### src/rtl/byte_strip.sv
`default_nettype none
// ============================================================================
// Module   : byte_strip
// Purpose  : Round-robin byte striper onto four lanes; a full group of four
//            is presented on all lanes together with a one-cycle strobe.
//            Define BYTE_STRIP_PAD_EN to flush partial groups with PAD_BYTE.
// Revision : 1.0 - initial release
// ============================================================================
module byte_strip #(
    parameter logic [7:0] PAD_BYTE = 8'hF7
) (
    input  logic       CLK,
    input  logic       RESET_L,
    input  logic [7:0] D,
    input  logic       DK,
    input  logic       IN_VALID,
    output logic [7:0] LANE0,
    output logic [7:0] LANE1,
    output logic [7:0] LANE2,
    output logic [7:0] LANE3,
    output logic       DK_0,
    output logic       DK_1,
    output logic       DK_2,
    output logic       DK_3,
    output logic       LANE_VALID,
    output logic [1:0] LANE_IDX
);

    localparam logic [1:0] C_LAST_LANE = 2'd3;

    logic [7:0] r_sh_d [0:2];
    logic       r_sh_k [0:2];
    logic [7:0] r_lane0, r_lane1, r_lane2, r_lane3;
    logic       r_dk0, r_dk1, r_dk2, r_dk3;
    logic       r_lane_valid;
    logic [1:0] r_lane_idx;

    always_ff @(posedge CLK or negedge RESET_L) begin
        if (!RESET_L) begin
            for (int i = 0; i < 3; i++) begin
                r_sh_d[i] <= 8'h00;
                r_sh_k[i] <= 1'b0;
            end
            r_lane0      <= 8'h00;
            r_lane1      <= 8'h00;
            r_lane2      <= 8'h00;
            r_lane3      <= 8'h00;
            r_dk0        <= 1'b0;
            r_dk1        <= 1'b0;
            r_dk2        <= 1'b0;
            r_dk3        <= 1'b0;
            r_lane_valid <= 1'b0;
            r_lane_idx   <= 2'd0;
        end else begin
            r_lane_valid <= 1'b0;
            if (IN_VALID) begin
                if (r_lane_idx == C_LAST_LANE) begin
                    // Fourth byte completes the group: shadows plus the live byte
                    r_lane0      <= r_sh_d[0];
                    r_lane1      <= r_sh_d[1];
                    r_lane2      <= r_sh_d[2];
                    r_lane3      <= D;
                    r_dk0        <= r_sh_k[0];
                    r_dk1        <= r_sh_k[1];
                    r_dk2        <= r_sh_k[2];
                    r_dk3        <= DK;
                    r_lane_valid <= 1'b1;
                    r_lane_idx   <= 2'd0;
                end else begin
                    for (int i = 0; i < 3; i++) begin
                        if (r_lane_idx == 2'(i)) begin
                            r_sh_d[i] <= D;
                            r_sh_k[i] <= DK;
                        end
                    end
                    r_lane_idx <= r_lane_idx + 2'd1;
                end
            end
`ifdef BYTE_STRIP_PAD_EN
            else if (r_lane_idx != 2'd0) begin
                // Lane 0 is always populated here since at least one byte is held
                r_lane0      <= r_sh_d[0];
                r_dk0        <= r_sh_k[0];
                r_lane1      <= (r_lane_idx > 2'd1) ? r_sh_d[1] : PAD_BYTE;
                r_dk1        <= (r_lane_idx > 2'd1) ? r_sh_k[1] : 1'b1;
                r_lane2      <= (r_lane_idx > 2'd2) ? r_sh_d[2] : PAD_BYTE;
                r_dk2        <= (r_lane_idx > 2'd2) ? r_sh_k[2] : 1'b1;
                r_lane3      <= PAD_BYTE;
                r_dk3        <= 1'b1;
                r_lane_valid <= 1'b1;
                r_lane_idx   <= 2'd0;
            end
`endif
        end
    end

`ifndef BYTE_STRIP_PAD_EN
    logic w_pad_unused;
    assign w_pad_unused = ^PAD_BYTE;
`endif

    assign LANE0      = r_lane0;
    assign LANE1      = r_lane1;
    assign LANE2      = r_lane2;
    assign LANE3      = r_lane3;
    assign DK_0       = r_dk0;
    assign DK_1       = r_dk1;
    assign DK_2       = r_dk2;
    assign DK_3       = r_dk3;
    assign LANE_VALID = r_lane_valid;
    assign LANE_IDX   = r_lane_idx;

endmodule
`default_nettype wire

### config.mk
export PLATFORM = sky130hd
export DESIGN_NAME = byte_strip
export DESIGN_NICKNAME = d
export VERILOG_FILES = /design/src/rtl/byte_strip.sv
export SDC_FILE = /design/constraint.sdc
export NUM_CORES = 1
export LEC_CHECK = 0
export ABC_AREA = 1
export ABC_CLOCK_PERIOD_IN_PS = 2500
export CAP_MARGIN = 40
export CORE_MARGIN = 2
export CORE_UTILIZATION = 40
export DETAILED_ROUTE_END_ITERATION = 7
export HOLD_SLACK_MARGIN = 0.05
export PLACE_DENSITY = 0.7
export SLEW_MARGIN = 25
export SYNTH_ARGS = -nofsm -noshare
export SYNTH_HDL_FRONTEND = slang
export SYNTH_SLANG_ARGS = --single-unit
### constraint.sdc
create_clock -name CLK -period 2.5 [get_ports CLK]
set_clock_uncertainty 0.15 [all_clocks]
set_input_delay 0.375 -clock CLK [delete_from_list [all_inputs] [get_ports CLK]]
set_output_delay 0.375 -clock CLK [all_outputs]
set_load 0.01 [all_outputs]
Yosys cells after proc, flatten, opt, wreduce, memory -nomap -nowiden
Index checks and enable logic that the tools add are counted.
- register bits: 66
- bits in latches: 0
- RAM bits: 0
- bits in read-only memories: 0
- bits of input ports: 12
- output and inout port bits: 39
- logic and storage cells: 29
- memories: 0
- $add $sub $neg: 1
- multipliers: 0
- div/mod/pow operators: 0
- magnitude comparators: 0
- equal/unequal tests: 3
- shift operators: 0
- multiplexer cells: 3
- bitwise logic cells: 1
- reduce and logical (&&, ||, !) cells: 5
- operator list (cell ; count):
    3-bit AND reduction ; 3
    2-bit equality test, second input constant ; 2
    2-bit by 1-bit adder with 2-bit output, second input constant ; 1
    2-bit by 1-bit equality test with 1-bit output, second input constant ; 1
    2-bit logical NOT ; 1
    1-bit two-way mux ; 2
    2-bit two-way mux ; 1
    2-bit AND reduction ; 1
    1-bit inverter ; 1

Depth between registers and ports, before layout
- depth after elaboration: 3
- mapped depth: 6
- mapped depth without buffers: 5

Least setup slack after synthesis
No wires, ideal clock.
- path type: flip-flop to flip-flop
- start: reg r_lane_idx[0] (netlist: LANE_IDX[0])
- end: reg r_sh_d[16] in the netlist's numbering
- library setup time: 0.117 ns
- data arrival time: 1.168 ns
- required time: 2.233 ns
- slack: 1.065 ns
- cell stages (with the launch flop): 7
- buffers on the path: 1
- clock period less this slack: 1.435 ns
- cell sequence: dfrtp_1 ha_1 inv_2 buf_4 nand3_2 nand2_1 nand2_1
- cells in the longest elaborated chain, start to end: 3
- elaborated cells on any way between the ends: 4
- those cells by class: eq/ne (1); bitwise (1); reduce/logical (2)
- RTL lines (what ; RTL line ; RTL):
    start: declaration ; 36 ; logic [1:0] r_lane_idx;
    start signal: assignment ; 76 ; r_lane_idx <= r_lane_idx + 2'd1;
    2-bit equality test ; 57 ; if (r_lane_idx == C_LAST_LANE) begin
    1-bit inverter (no source line) ; - ;
    3-bit AND reduction (no source line) * ; - ;
    end signal: indexed assignment ; 41 ; r_sh_d[i] <= 8'h00;
    end signal: indexed assignment ; 72 ; r_sh_d[i] <= D;
    end: declaration ; 31 ; logic [7:0] r_sh_d [0:2];
Mark *: on every way between the ends. The rest lies on a longest branch, timed or not.
A chain may end at the register's enable or synchronous reset.

Worst setup path in the final report
- start: reg r_lane_idx[0] (netlist: LANE_IDX[0])
- end: reg r_sh_d[10] in the netlist's numbering
The elaborated chain is that of the path after synthesis.

==> impl_metrics.ini <==
[outcome]
outcome = finished, final reports clean

[drt]
vias = 2051
wl_per_cell_um = 13.96
dr.pass1.iters = 4
wirelength_um = 5850
drc_errors = 0
dr.first_iter.drc_count = 198
vias_per_cell = 4.895
final_antenna_net_count = 0

[clock_tree]
ctsResizeCount = 0
cts_tree = built
htree_num_levels = 3
clock_latency_ns = 0.34
cts.sinks = 66
cts_buffer_depth = 2
cts-root-buf = clkbuf_8
numCtsBuffers = 9
clk_pin_slew_ns = 0.07
cts_setup_buffers = 0
holdBufCountCts = 1

[hold_path]
holdCritPathClass = reg -> reg

[grt]
antenna_found_initial = 0
grt_pass1_vias = 1979
grt-ovfl-total = 0
grt_use_met2 = 0.2521
grt_usage = 0.1754
use_met3 = 0.04331
busiest_layer = met2
grt_pass1_wl_um = 9901
grt_max_degree = 38
grt_util_met1 = 0.2506

[timing]
slew_headroom = 0.5387
tightest_slew_ns = 0.6920
setup_violations = 0
rsz0062_at_grt = no
fmax_mhz = 545.4
fin_crit_sh = 0.7334
finalCriticalPeriod_ns = 1.834
finalMaxSlewViolations = 0
finalHoldViolCount = 0
setup_tns_ns = 0
fin_ws_ns = 0.6665

[critical_path]
r2r_slack_ns = 0.67
cpPeakStageDelay_ns = 0.42
critPathLaunchType = flop
critPathRequiredTime_ns = 2.57
crit_fanout = 31
end_kind = flop
worstPathArrival_ns = 1.90
critical_path_class = reg -> reg
crit_path_cell_trace = ha_1 -> inv_2 -> nand3_2 -> nand2_1 -> nand2_1
worst_path_most_repeated_cell = nand2_1
critPathSlowestCell = dfrtp_1

[final_layout]
syn2layout_area_growth_pct = 28.32
drive_gt1_frac = 0.06725
final_common_cell = nand2_1
final_cell_mix = nand2_1, dfrtp_1, clkdlybuf4s50_1
diodes = 0
fin_nets = 353

[logic_synthesis]
seq_area_frac_synth = 0.6209
synth_cells = 287
avgSynthCellArea_sq_um = 9.268
syn-num-nets = 303
yosysWarnings = 0
ys_types = 14
netlist_area_sq_um = 2660
synth-seq-cells = 66

[place]
place_ws_ns = 0.4301
place.gp.congestion = 0.7958
dp_hpwl_um = 3886
portBuffers = 50

[die]
start_util = 0.4165
die_w_um = 85.55
fp.dieH_um = 85.55
io_pins = 51
rows = 29
core_area_sq_um = 6386
fp.dieArea_sq_um = 7319

[power]
cellPowerDensity_nw_per_um2 = 1263
leakage_nw = 1.752
peakVddDrop_mv = 0.6322
power.total_mw = 4.312

[job]
cap_violations = 0
registers in the layout, indices dropped and copies added, names as in the netlist, 2 cells and up:
signal    count
LANE0         8
LANE1         8
LANE3         8
r_sh_d       24
LANE2         8
r_sh_k        3
LANE_IDX      2
cell families after synthesis:
kind of cell	Yosys count	share of synthesized area
AND/OR/NAND/NOR	195	0.3109
flip-flops	66	0.6209
adder cells (fa/ha/maj)	4	0.01882
buffers and inverters	20	0.04562
AO/OA/AOI/OAI	2	0.003763
per-stage QoR:
stage,cells,util,hold slack (ns),cell area (sq um)
final,419,0.5345,0.3188,3413
after global routing,419,0.5345,0.3410,3413
after CTS,419,0.5345,0.3207,3413
after detailed placement,402,0.4996,0.3080,3191
after global placement,402,0.4996,0.2977,3191
after floorplan,287,-,-0.07059,2660
synthesized netlist by cell type (all sizes together):
master	instances	area, sq um
buf	16	103.8
dfrtp	66	1652
ha	4	50.05
inv	4	17.52
nand2	164	623.1
nand3	4	35.03
nand4	27	168.9
o21ai	2	10.01
routing by layer:
layer | share of wire | wire length [um]
met3 | 0.050 | 293
met5 | 0 | 0
met4 | 0.019 | 110
met1 | 0.47 | 2753
met2 | 0.46 | 2692
critical path: cells and delay by family, from the launching register on:
kind	cells	cell delay, ns
AND/OR/NAND/NOR	3	0.49
buffers and inverters	1	0.39
adder cells (fa/ha/maj)	1	0.26
flip-flops	1	0.42
where the power goes:
| part | internal, mW | switching [mW] |
|---|---|---|
| clock | 0.591 | 0.379 |
| combinational | 0.747 | 0.783 |
| sequential | 1.54 | 0.268 |
| total | 2.88 | 1.43 |
final cells by class:
type	instances	area, sq um
Clock buffer	14	152.6
Multi-Input combinational cell	201	887.1
Tap cell	77	96.34
Inverter	4	17.52
Clock inverter	2	60.06
Sequential cell	66	1652
Fill cell	610	2973
Timing Repair Buffer	55	548.0
worst paths after layout:
check / from / endpoint / cells after the start
max: LANE_IDX[0]$_DFFE_PN0P_ / r_sh_d[10]$_DFFE_PN0P_ / 5
max reg2reg: LANE_IDX[0]$_DFFE_PN0P_ / r_sh_d[10]$_DFFE_PN0P_ / 5
max in group asynchronous: RESET_L / LANE1[3]$_DFFE_PN0P_ / 3
min in group asynchronous: RESET_L / LANE_IDX[0]$_DFFE_PN0P_ / 2
min: r_sh_k[2]$_DFFE_PN0P_ / DK_0$_DFFE_PN0P_ / 2
min reg2reg: r_sh_k[2]$_DFFE_PN0P_ / DK_0$_DFFE_PN0P_ / 2
Power figures use the tool's default switching activity.
